==> src/rtl/snes_pkg.sv <==
`default_nettype none
// +----------------------------------------------------------------------------+
// | Module      : snes_pkg                                                     |
// | Description : Shared types and constants for the SNES pad responder.       |
// | Revision    : 1.0                                                          |
// +----------------------------------------------------------------------------+
package snes_pkg;

  localparam int FRAME_BITS = 16;

  localparam int BTN_B      = 0;
  localparam int BTN_Y      = 1;
  localparam int BTN_SELECT = 2;
  localparam int BTN_START  = 3;
  localparam int BTN_UP     = 4;
  localparam int BTN_DOWN   = 5;
  localparam int BTN_LEFT   = 6;
  localparam int BTN_RIGHT  = 7;
  localparam int BTN_A      = 8;
  localparam int BTN_X      = 9;
  localparam int BTN_L      = 10;
  localparam int BTN_R      = 11;

  localparam logic [3:0] C_UNUSED_FILL = 4'b1111;

  typedef enum logic [1:0] {
    ST_IDLE  = 2'd0,
    ST_LOAD  = 2'd1,
    ST_SHIFT = 2'd2,
    ST_DONE  = 2'd3
  } snes_state_t;

  // Pressed buttons read as 0 on the wire; the four spare bits read as released.
  function automatic logic [FRAME_BITS-1:0] build_frame(input logic [11:0] buttons);
    return {C_UNUSED_FILL, ~buttons};
  endfunction

endpackage
`default_nettype wire

==> src/rtl/snes_strobe_filter.sv <==
`default_nettype none
// +----------------------------------------------------------------------------+
// | Module      : snes_strobe_filter                                           |
// | Description : 2-FF synchronizer, stability filter and edge pulses.         |
// | Revision    : 1.0                                                          |
// +----------------------------------------------------------------------------+
module snes_strobe_filter #(
  parameter int FILTER_CYCLES = 4
) (
  input  logic clock,
  input  logic reset_n,
  input  logic i_strobe,
  output logic o_level,
  output logic o_rise,
  output logic o_fall
);

  logic       r_sync_meta;
  logic       r_sync;
  logic       r_level;
  logic       r_rise;
  logic       r_fall;
  logic [7:0] r_count;
  logic [7:0] w_count_inc;
  logic       w_accept;

  assign w_count_inc = r_count + 8'd1;
  assign w_accept    = (r_sync != r_level) && (w_count_inc == 8'(FILTER_CYCLES));

  // Edge pulses are produced in the same cycle the filtered level flips.
  always_ff @(posedge clock or negedge reset_n) begin
    if (!reset_n) begin
      r_sync_meta <= 1'b0;
      r_sync      <= 1'b0;
      r_level     <= 1'b0;
      r_rise      <= 1'b0;
      r_fall      <= 1'b0;
      r_count     <= 8'd0;
    end else begin
      r_sync_meta <= i_strobe;
      r_sync      <= r_sync_meta;
      r_rise      <= 1'b0;
      r_fall      <= 1'b0;
      if (r_sync != r_level) begin
        if (w_accept) begin
          r_level <= r_sync;
          r_rise  <= r_sync;
          r_fall  <= ~r_sync;
          r_count <= 8'd0;
        end else begin
          r_count <= w_count_inc;
        end
      end else begin
        r_count <= 8'd0;
      end
    end
  end

  assign o_level = r_level;
  assign o_rise  = r_rise;
  assign o_fall  = r_fall;

endmodule
`default_nettype wire

==> src/rtl/snes_controller_responder.sv <==
`default_nettype none
// +----------------------------------------------------------------------------+
// | Module      : snes_controller_responder                                    |
// | Description : SNES joypad end: shifts a 16-bit button frame on strobes.    |
// | Revision    : 1.0                                                          |
// +----------------------------------------------------------------------------+
module snes_controller_responder
  import snes_pkg::*;
#(
  parameter int   FILTER_CYCLES = 4,
  parameter logic TRAIL_LEVEL   = 1'b0
) (
  input  logic        clock,
  input  logic        reset_n,
  input  logic        controller_latch,
  input  logic        controller_clock,
  input  logic [11:0] buttons,
  input  logic        connected,
  output logic        controller_data,
  output logic        frame_done,
  output logic [4:0]  bit_index
);

  logic                  r_rst_meta_n;
  logic                  r_rst_n;
  snes_state_t           r_state;
  snes_state_t           w_state_next;
  logic [FRAME_BITS-1:0] r_shift;
  logic [FRAME_BITS-1:0] w_shift_next;
  logic [4:0]            r_bit_index;
  logic [4:0]            w_bit_index_next;
  logic                  r_frame_done;
  logic                  w_frame_done_next;
  logic                  r_data;
  logic                  w_data_next;
  logic                  w_latch_level;
  logic                  w_latch_rise;
  logic                  w_latch_fall;
  logic                  w_clock_level;
  logic                  w_clock_rise;
  logic                  w_clock_fall;
  logic                  w_clock_edge;

  // Reset asserts immediately and releases on a clock edge.
  always_ff @(posedge clock or negedge reset_n) begin
    if (!reset_n) begin
      r_rst_meta_n <= 1'b0;
      r_rst_n      <= 1'b0;
    end else begin
      r_rst_meta_n <= 1'b1;
      r_rst_n      <= r_rst_meta_n;
    end
  end

  snes_strobe_filter #(.FILTER_CYCLES(FILTER_CYCLES)) u_latch_filter (
    .clock    (clock),
    .reset_n  (r_rst_n),
    .i_strobe (controller_latch),
    .o_level  (w_latch_level),
    .o_rise   (w_latch_rise),
    .o_fall   (w_latch_fall)
  );

  snes_strobe_filter #(.FILTER_CYCLES(FILTER_CYCLES)) u_clock_filter (
    .clock    (clock),
    .reset_n  (r_rst_n),
    .i_strobe (controller_clock),
    .o_level  (w_clock_level),
    .o_rise   (w_clock_rise),
    .o_fall   (w_clock_fall)
  );

  // A filtered rise always coincides with a high level and no fall.
  assign w_clock_edge = w_clock_rise && w_clock_level && !w_clock_fall;

  always_comb begin
    w_state_next      = r_state;
    w_shift_next      = r_shift;
    w_bit_index_next  = r_bit_index;
    w_frame_done_next = 1'b0;
    if (w_latch_rise) begin
      w_state_next     = ST_LOAD;
      w_shift_next     = build_frame(buttons);
      w_bit_index_next = 5'd0;
    end else begin
      unique case (r_state)
        ST_IDLE: begin
          if (w_latch_level) w_state_next = ST_LOAD;
        end
        ST_LOAD: begin
          w_shift_next     = build_frame(buttons);
          w_bit_index_next = 5'd0;
          if (w_latch_fall) w_state_next = ST_SHIFT;
        end
        ST_SHIFT: begin
          if (w_clock_edge) begin
            w_shift_next     = {1'b1, r_shift[FRAME_BITS-1:1]};
            w_bit_index_next = r_bit_index + 5'd1;
            if (r_bit_index == 5'(FRAME_BITS - 1)) begin
              w_state_next      = ST_DONE;
              w_frame_done_next = 1'b1;
            end
          end
        end
        ST_DONE: begin
          w_bit_index_next = 5'(FRAME_BITS);
        end
        default: w_state_next = ST_IDLE;
      endcase
    end
  end

  always_comb begin
    w_data_next = 1'b1;
    unique case (r_state)
      ST_IDLE:  w_data_next = 1'b1;
      ST_LOAD:  w_data_next = r_shift[0];
      ST_SHIFT: w_data_next = r_shift[0];
      ST_DONE:  w_data_next = TRAIL_LEVEL;
      default:  w_data_next = 1'b1;
    endcase
  end

  always_ff @(posedge clock or negedge r_rst_n) begin
    if (!r_rst_n) begin
      r_state      <= ST_IDLE;
      r_shift      <= '1;
      r_bit_index  <= 5'd0;
      r_frame_done <= 1'b0;
      r_data       <= 1'b1;
    end else begin
      r_state      <= w_state_next;
      r_shift      <= w_shift_next;
      r_bit_index  <= w_bit_index_next;
      r_frame_done <= w_frame_done_next;
      r_data       <= w_data_next;
    end
  end

  assign controller_data = r_data | ~connected;
  assign frame_done      = r_frame_done;
  assign bit_index       = r_bit_index;

endmodule
`default_nettype wire

==> config.mk <==
export PLATFORM = sky130hd
export DESIGN_NAME = snes_controller_responder
export DESIGN_NICKNAME = d
export VERILOG_FILES = /design/src/rtl/snes_pkg.sv /design/src/rtl/snes_strobe_filter.sv /design/src/rtl/snes_controller_responder.sv
export SDC_FILE = /design/constraint.sdc
export NUM_CORES = 1
export LEC_CHECK = 0
export CAP_MARGIN = 20
export CORE_ASPECT_RATIO = 0.75
export CORE_MARGIN = 2
export CORE_UTILIZATION = 35
export CTS_BUF_LIST = sky130_fd_sc_hd__clkbuf_4
export CTS_CLUSTER_SIZE = 40
export DETAILED_ROUTE_END_ITERATION = 8
export GPL_ROUTABILITY_DRIVEN = 0
export SYNTH_ARGS = -nofsm -noshare
export SYNTH_HDL_FRONTEND = slang
export SYNTH_HIERARCHICAL = 1
export SYNTH_SLANG_ARGS = --single-unit
export TNS_END_PERCENT = 100
==> constraint.sdc <==
create_clock -name clock -period 2 [get_ports clock]
set_input_delay 0.2 -clock clock [delete_from_list [all_inputs] [get_ports clock]]
set_output_delay 0.2 -clock clock [all_outputs]
set_load 0.01 [all_outputs]
# After elaboration in Yosys (flattened, before gate mapping)

Index checks and enable logic that the tools add are counted.

Equality and inequality tests: 12
Reduce and logical (&&, ||, !) cells: 15
Bitwise logic cells: 5
Muxes and demuxes: 29
Add/sub/neg operators: 3

Operators by type and width:

| kind                                          | number |
|---|---|
| two-way mux 16 bit                            | 2 |
| two-way mux 8 bit                             | 4 |
| case mux 16 bit (2 select lines)              | 1 |
| adder 8 x 1 -> 8 bit, second input constant   | 2 |
| == test 8 x 3 -> 1 bit, second input constant | 2 |
| case mux 5 bit (3 select lines)               | 1 |
| two-way mux 1 bit                             | 12 |
| inverter 12 bit                               | 1 |
| two-way mux 2 bit                             | 5 |
| two-way mux 5 bit                             | 2 |
| AND reduction 2 bit                           | 4 |
| nonzero test 4 bit                            | 2 |
| != test 3 x 1 -> 1 bit, second input constant | 2 |
| != test 3 x 2 -> 1 bit, second input constant | 2 |
| case mux 2 bit (3 select lines)               | 1 |
| adder 5 x 1 -> 5 bit, second input constant   | 1 |
| == test 5 x 4 -> 1 bit, second input constant | 1 |
| AND reduction 5 bit                           | 1 |
| == test 2 bit, second input constant          | 2 |
| logical AND 1 bit                             | 4 |
| inverter 1 bit                                | 3 |
| case mux 1 bit (3 select lines)               | 1 |
| nonzero test 3 bit                            | 1 |
| == test 2 x 1 -> 1 bit, second input constant | 1 |
| 5 further kinds                               | 6 |

Input port bits: 17
Register bits after elaboration: 53

# Depth between registers and ports, before layout

Gate-level depths: netlist (run 1).

Word-level depth: 5
Mapped depth: 7

# Cells and area by module

Netlist (run 1), hierarchy kept.

Modules (own cells, without submodules):

| module                    | area each (µm²) | sequential area each (µm²) | cells each | times used |
|---|---|---|---|---|
| snes_controller_responder | 1331.3          | 591.8                      | 121        | 1 |
| snes_strobe_filter        | 558.0           | 325.3                      | 45         | 2 |

# Worst setup path after synthesis (run 1)

No wires, ideal clock.

Path kind: reg2reg
Start: register u_clock_filter.r_count[0]
End: register u_clock_filter.r_level (netlist: u_clock_filter/o_level)
Required time: 1.875 ns
Path slack: -0.018 ns
Cell stages (with the launch flop): 6
Period minus slack after synthesis: 2.018 ns
Buffers on the path: 0
Data arrival time: 1.893 ns
Cell sequence: dfrtp_1 > ha_1 > xnor2_1 > or3b_1 > or4_4 > mux2_4

Word-level cells in the longest chain between the ends: 4

Ends and longest elaborated chain:

| item                                 | RTL line                 | RTL |
|---|---|---|
| start, declared                      | snes_strobe_filter.sv:23 | `logic [7:0] r_count;` |
| start signal, assigned               | snes_strobe_filter.sv:51 | `r_count <= w_count_inc;` |
| adder 8 x 1 -> 8 bit                 | snes_strobe_filter.sv:27 | `assign w_count_inc = r_count + 8'd1;` |
| == test 8 x 3 -> 1 bit               | snes_strobe_filter.sv:28 | `assign w_accept = (r_sync != r_level) && (w_count_inc == 8'(FILTER_CYCLES));` |
| logical AND 1 bit                    | snes_strobe_filter.sv:28 |  |
| AND reduction 2 bit (no source line) | n/a                      |  |
| end signal, assigned                 | snes_strobe_filter.sv:46 | `r_level <= r_sync;` |
| end, declared                        | snes_strobe_filter.sv:20 | `logic r_level;` |

No other way between the ends.
A chain may end at the register's enable or synchronous reset.

# Final worst setup path (run 1)

Same ends and word-level chain as after synthesis.

==> results of run 1 <==
[per-layer routing]
metal | track usage [%] | part of all wire [%] | up-vias
li1 | - | - | 817
met4 | 3.70 | 0.91 | 0
met1 | 20.2 | 55 | 776
met5 | 0 | 0 | -
met2 | 16.8 | 41 | 22
met3 | 2.75 | 3.0 | 2
[layout by cell type, fill, tap and decap left out, types with 8 or more instances in the layout]
| cell type | n |
|---|---|
| dfrtp_1 | 35 |
| clkdlybuf4s50_1 | 23 |
| o21ai_0 | 17 |
| nor2_1 | 14 |
| buf_4 | 14 |
| dfstp_2 | 13 |
| nand3b_1 | 12 |
| mux2_2 | 11 |
| ha_1 | 8 |
| xnor2_1 | 8 |
[power breakdown]
group | leakage, nW | total (mW) | internal [mW] | switching, mW
Clock | 0.0316 | 0.469 | 0.140 | 0.329
Sequential | 0.610 | 1.48 | 1.32 | 0.160
Combinational | 0.613 | 1.38 | 0.744 | 0.634
[worst max-delay path by stage]
stage,from,to,cells after the start
6_report,u_clock_filter/r_count[0]$_DFF_PN0_,u_clock_filter/o_level$_DFFE_PN0P_,5
3_5_place_dp,u_clock_filter/r_count[0]$_DFF_PN0_,u_clock_filter/o_level$_DFFE_PN0P_,5
2_1_floorplan,u_clock_filter/r_count[0]$_DFF_PN0_,u_clock_filter/o_level$_DFFE_PN0P_,5
4_1_cts,u_latch_filter/r_count[0]$_DFF_PN0_,u_latch_filter/o_level$_DFFE_PN0P_,5
5_1_grt,u_latch_filter/r_count[0]$_DFF_PN0_,u_latch_filter/o_level$_DFFE_PN0P_,5
3_3_place_gp,u_latch_filter/r_count[0]$_DFF_PN0_,u_latch_filter/o_level$_DFFE_PN0P_,5
[kinds of logic after synthesis]
kind of cell / count (synthesis)
AND/OR/NAND/NOR: 73
adder cells (fa/ha/maj): 11
AO/OA/AOI/OAI: 36
XOR/XNOR: 12
flip-flops: 49
multiplexers: 16
buffers and inverters: 13
other: 1
[final cells by class]
type / count / area (sq um) / share of cell area, %
timing repair buffer: 39 / 365 / 12.5
sequential: 49 / 1240 / 42.4
tap: 84 / 105 / 3.58
inverter: 5 / 18.8 / 0.640
multi-input combinational: 149 / 1140 / 38.9
clock inverter: 3 / 21.3 / 0.725
clock buffer: 5 / 37.5 / 1.28
[per-stage QoR]
step	power, mW	instances	setup slack (ps)	hold WS, ps
floorplan	2.46	211	12.7	-95.6
detailed placement	2.88	325	-8.61	221
global placement	2.86	325	30.4	218
global route	3.61	334	-31.1	233
finish	3.33	334	41.7	224
CTS	3.37	334	-31.6	237
[flip-flops by register name, indices dropped and copies added (netlist names)]
signal,flops
bit_index,5
frame_done,1
r_data,1
r_rst_meta_n,1
r_rst_n,1
r_shift,12
r_state,2
u_clock_filter/o_fall,1
u_clock_filter/o_level,1
u_clock_filter/o_rise,1
u_clock_filter/r_count,8
u_clock_filter/r_sync,1
u_clock_filter/r_sync_meta,1
u_latch_filter/o_fall,1
u_latch_filter/o_level,1
u_latch_filter/o_rise,1
u_latch_filter/r_count,8
u_latch_filter/r_sync,1
u_latch_filter/r_sync_meta,1
[worst max-delay path, cell delays in order (launching register included)]
cell	delay, ps
dfrtp_1	420
ha_2	200
xnor2_1	130
or3b_1	340
or4_4	460
mux2_4	310
[repair_timing]
item | 4_1_cts | 5_1_grt
cloned | 0 | 0
resized for setup | 0 | 1
pin swaps | 1 | 1
hold buffers | 1 | 0
setup endpoints to repair | 2 | 15
hold endpoints to repair | 2 | 0
buffers inserted | 0 | 0
==> flow_summary.ini, run 1 <==
[outcome]
status = completed

[worst_setup_path]
crit_type = reg -> reg
regToRegSetupSlack_ps = 40
crit_path_end_kind = register
r2r-end = u_clock_filter/o_level$_DFFE_PN0P_
required_ps = 2260
start_kind = register
r2r_start = u_clock_filter/r_count[0]$_DFF_PN0_
r2r_cells = 5
cp.arrival_ps = 2220
cp_max_fo = 5

[cts]
cts_sinks = 49
clockBufferDepth = 2
clkTransAtPathRegs_ps = 150
htreeDepth = 2
tritoncts = built
cts_buffers = 5
cts_root_buf = clkbuf_4
clock_latency_ps = 360

[route]
wl_per_cell_um = 13.1
viasPerCell = 4.84
drc = 0
routed_wl_mm = 4.37
antenna_left = 0
vias = 1617
drt-initial-drc-count = 47
firstDrtPassIters = 4

[logic_synthesis]
ys_ff_latch = 49
synth-compound-area-share_pct = 10.1
ys_warn_count = 6
synthCells = 211
yosys.cell_types.count = 42
synth_xor_xnor_area_share_pct = 4.29
yosysSeqAreaShare_pct = 50.8
synth_flop_cell = dfrtp_1
synth-simple-area-share_pct = 18.7
synth_common_cells = dfrtp_1 (36), o21ai_0 (17), nor2_1 (14)
synth_area_leader_cell = dfrtp_1
yosysMostFrequentCell = dfrtp_1
synth_edf_count = 0
ys_top_cells_by_area = dfrtp_1 (37%), dfstp_2 (14%), ha_1 (5.6%), mux2_2 (5.1%), nand3b_1 (3.7%)
async_flop_share_pct = 100
avgSynthCellArea_sq_um = 11.6
synth_top_family_by_area = simple AND/OR/NAND/NOR gates
synthMuxAreaShare_pct = 7.52
synth_nets = 239
synthAdderAreaFrac_pct = 5.62
synth_top_cell_area_share_pct = 36.8
synth_area_sq_um = 2450

[layout]
drive_gt1_share_pct = 24.8
layout.nets = 277
n_antenna_cell = 0
final_area_sq_um = 2930
fillers = 660
area_growth_pct = 19.9
post-route-util_pct = 43.2

[die]
die_y_um = 76.4
ioPinCount = 24
start_util_pct = 36.0
die_x_um = 101
rows = 26
dieArea_sq_um = 7680
coreArea_sq_um = 6800

[placed_design]
dpl.hpwl_mm = 3.04
postPlaceCellArea_sq_um = 2860
io_buffers = 23

[grt]
track_usage_pct = 12.6
grt_pass1_wl_mm = 7.83
grt_max_degree = 30
antenna_found_initial = 0
grt-ovfl-total = 0
first_global_vias = 1584

[power_and_ir_drop]
p_leak_nw = 1.25
powerDensity_nw_per_um2 = 1140
ir_drop_mv = 0.423

[timing]
fin_crit_sh_pct = 97.9
finalSetupViolations = 0
setup_tns_ps = 0
skew_ps = 5.07
layout_min_cycle_time_ps = 1960
fmax_ghz = 0.511
rsz0062_at_grt = true
drv_slew = 0
hold_viol_final = 0

[hold_path]
hold_class = reg -> async

[run]
timing.max_cap.violations = 0
Note: power is estimated with default switching activity, not from simulation.
==> inputs of run 2 (changes only) <==
--- a/config.mk
+++ b/config.mk
@@ -8,11 +8,12 @@
 export CAP_MARGIN = 20
 export CORE_ASPECT_RATIO = 0.75
 export CORE_MARGIN = 2
-export CORE_UTILIZATION = 35
+export CORE_UTILIZATION = 59
 export CTS_BUF_LIST = sky130_fd_sc_hd__clkbuf_4
 export CTS_CLUSTER_SIZE = 40
 export DETAILED_ROUTE_END_ITERATION = 8
 export GPL_ROUTABILITY_DRIVEN = 0
+export PLACE_DENSITY = 0.82
 export SYNTH_ARGS = -nofsm -noshare
 export SYNTH_HDL_FRONTEND = slang
 export SYNTH_HIERARCHICAL = 1
==> run 2 against run 1 <==
  * Combinational power barely moved
  * Non-clock buffer count fell by 2
  * Register-to-register slack hardly changed
  * Final area shrank 1.9%
  * Count of clock-buffer cells in the layout increased by 2
  * Total power decreased by 1.0%
  * Wire length fell by 4.2%
  * Die area fell by 39%
  * Critical path type unchanged
  * Highest routed layer unchanged
==> flow_summary.ini, run 2 (synthesis gave the netlist of run 1 again) <==
[outcome]
status = completed

[timing]
tightestPinTransition_ps = 622
hold_ws_ps = 282
fmax_ghz = 0.507
setup_ws_ps = 27.9
hold_viol_final = 0
fin_crit_sh_pct = 98.6
skew_ps = 8.38
finalSetupViolations = 0
layout_min_cycle_time_ps = 1970
setup_tns_ps = 0
rsz0062_at_grt = true
drv_slew = 0
relSlewSlack_pct = 58.5

[power_and_ir_drop]
ir_drop_mv = 0.728
clkPwrFrac_pct = 13.4
switching_share_pct = 32.4
p_sw_mw = 1.07
p_int_mw = 2.23
p_leak_nw = 1.25
power_frac_seq_pct = 45.0
pwr-share-comb_pct = 41.5
powerDensity_nw_per_um2 = 1150

[worst_setup_path]
critPathLaunch = u_clock_filter/r_count[0]$_DFF_PN0_
r2r_start = u_clock_filter/r_count[0]$_DFF_PN0_
regToRegSetupSlack_ps = 30
crit_path_end_kind = register
start_kind = register
required_ps = 2240
cp_max_fo = 5
crit_type = reg -> reg
cp.arrival_ps = 2210

[layout]
area_growth_pct = 17.6
post-route-util_pct = 71.4
final_cell_mix = dfrtp_1 (35), clkdlybuf4s50_1 (23), o21ai_0 (17)
drive_gt1_share_pct = 23.4
stdcell_count = 303
layout_commonest_cell = dfrtp_1
largest_reg_flops = 12
layout.nets = 275
n_antenna_cell = 0
largest_register = r_shift
reg_top3 = r_shift x12, u_clock_filter/r_count x8, u_latch_filter/r_count x8

[route]
drt-initial-drc-count = 54
drc = 0
antenna_left = 0
routed_wl_mm = 4.19
vias = 1648
firstDrtPassIters = 4
wl_per_cell_um = 13.8
viasPerCell = 5.44

[grt]
grt-busiest-layer = met2
grt-ovfl-total = 0
use_met2_pct = 33.1
antenna_found_initial = 0
grt_max_degree = 31
grt_pass1_wl_mm = 7.29
track_usage_pct = 20.1
grt_use_met3_pct = 4.53
use_met1_pct = 27.3
first_global_vias = 1634

[run]
timing.max_cap.violations = 0

[cts]
cts_root_buf = clkbuf_4
cts_sinks = 49
clockBufferDepth = 2
tritoncts = built
clock_latency_ps = 350
htreeDepth = 2
cts_buffers = 5
clkTransAtPathRegs_ps = 130
post_cts_resized = 0

[die]
die_x_um = 78.4
die_y_um = 59.8
ioPinCount = 24
start_util_pct = 60.7
coreArea_sq_um = 4030
dieArea_sq_um = 4680
rows = 20

[placed_design]
dpl.hpwl_mm = 3.01
io_buffers = 23
dp.cells = 294
dp_slack_ps = -30.3

[hold_path]
hold_class = in -> reg
worstHoldStart = controller_clock
==> run 2: path summary, 6_finish.rpt <==
| path | endpoint | cells past startpoint |
|---|---|---|
| setup / recovery | u_clock_filter/o_level$_DFFE_PN0P_ | 5 |
| hold / removal | u_clock_filter/r_sync_meta$_DFF_PN0_ | 1 |
| setup reg to reg | u_clock_filter/o_level$_DFFE_PN0P_ | 5 |
| hold reg to reg | u_clock_filter/r_sync_meta$_DFF_PN0_ | 0 |
| max in group asynchronous | bit_index[3]$_DFFE_PN0P_ | 1 |
| min in group asynchronous | u_clock_filter/r_sync_meta$_DFF_PN0_ | 0 |
==> run 2: critical path: stages (launching register included) <==
cell,delay [ps]
dfrtp_1,410
ha_2,200
xnor2_1,130
or3b_1,350
or4_4,460
mux2_4,310
==> run 2: timing repair <==
action | CTS | global route
endpoints found under the setup margin | 2 | 2
hold endpoints to repair | 2 | 0
hold buffers | 1 | 0
pin swaps | 2 | 0
buffers inserted | 0 | 0
==> run 2: layout make-up <==
class                      count  area [sq um]
sequential                    49          1240
fill                         297          1150
multi-input combinational    149          1140
timing repair buffer          37           350
tap                           55          68.8
clock buffer                   7          52.6
inverter                       5          18.8
clock inverter                 1          3.75
==> run 2: per-layer routing <==
metal	routed length [um]	vias up
met3	159	5
met1	2110	800
li1	-	816
met2	1890	27
met5	0	-
met4	34	0
==> run 2: metrics by stage <==
| stage | cell area [sq um] | total power, mW |
|---|---|---|
| 5_1_grt | 2880 | 3.54 |
| 3_5_place_dp | 2810 | 2.87 |
| 3_3_place_gp | 2810 | 2.82 |
| 4_1_cts | 2880 | 3.33 |
| 2_1_floorplan | 2450 | 2.46 |
| 6_report | 2880 | 3.30 |
==> run 2: power groups by stage <==
stage,clock (mW),sequential [mW],combinational (mW)
finish,0.443,1.48,1.37
global route,0.511,1.52,1.51
CTS,0.466,1.49,1.38
detailed placement,0,1.51,1.36
global placement,0,1.49,1.33
floorplan,0,1.49,0.974
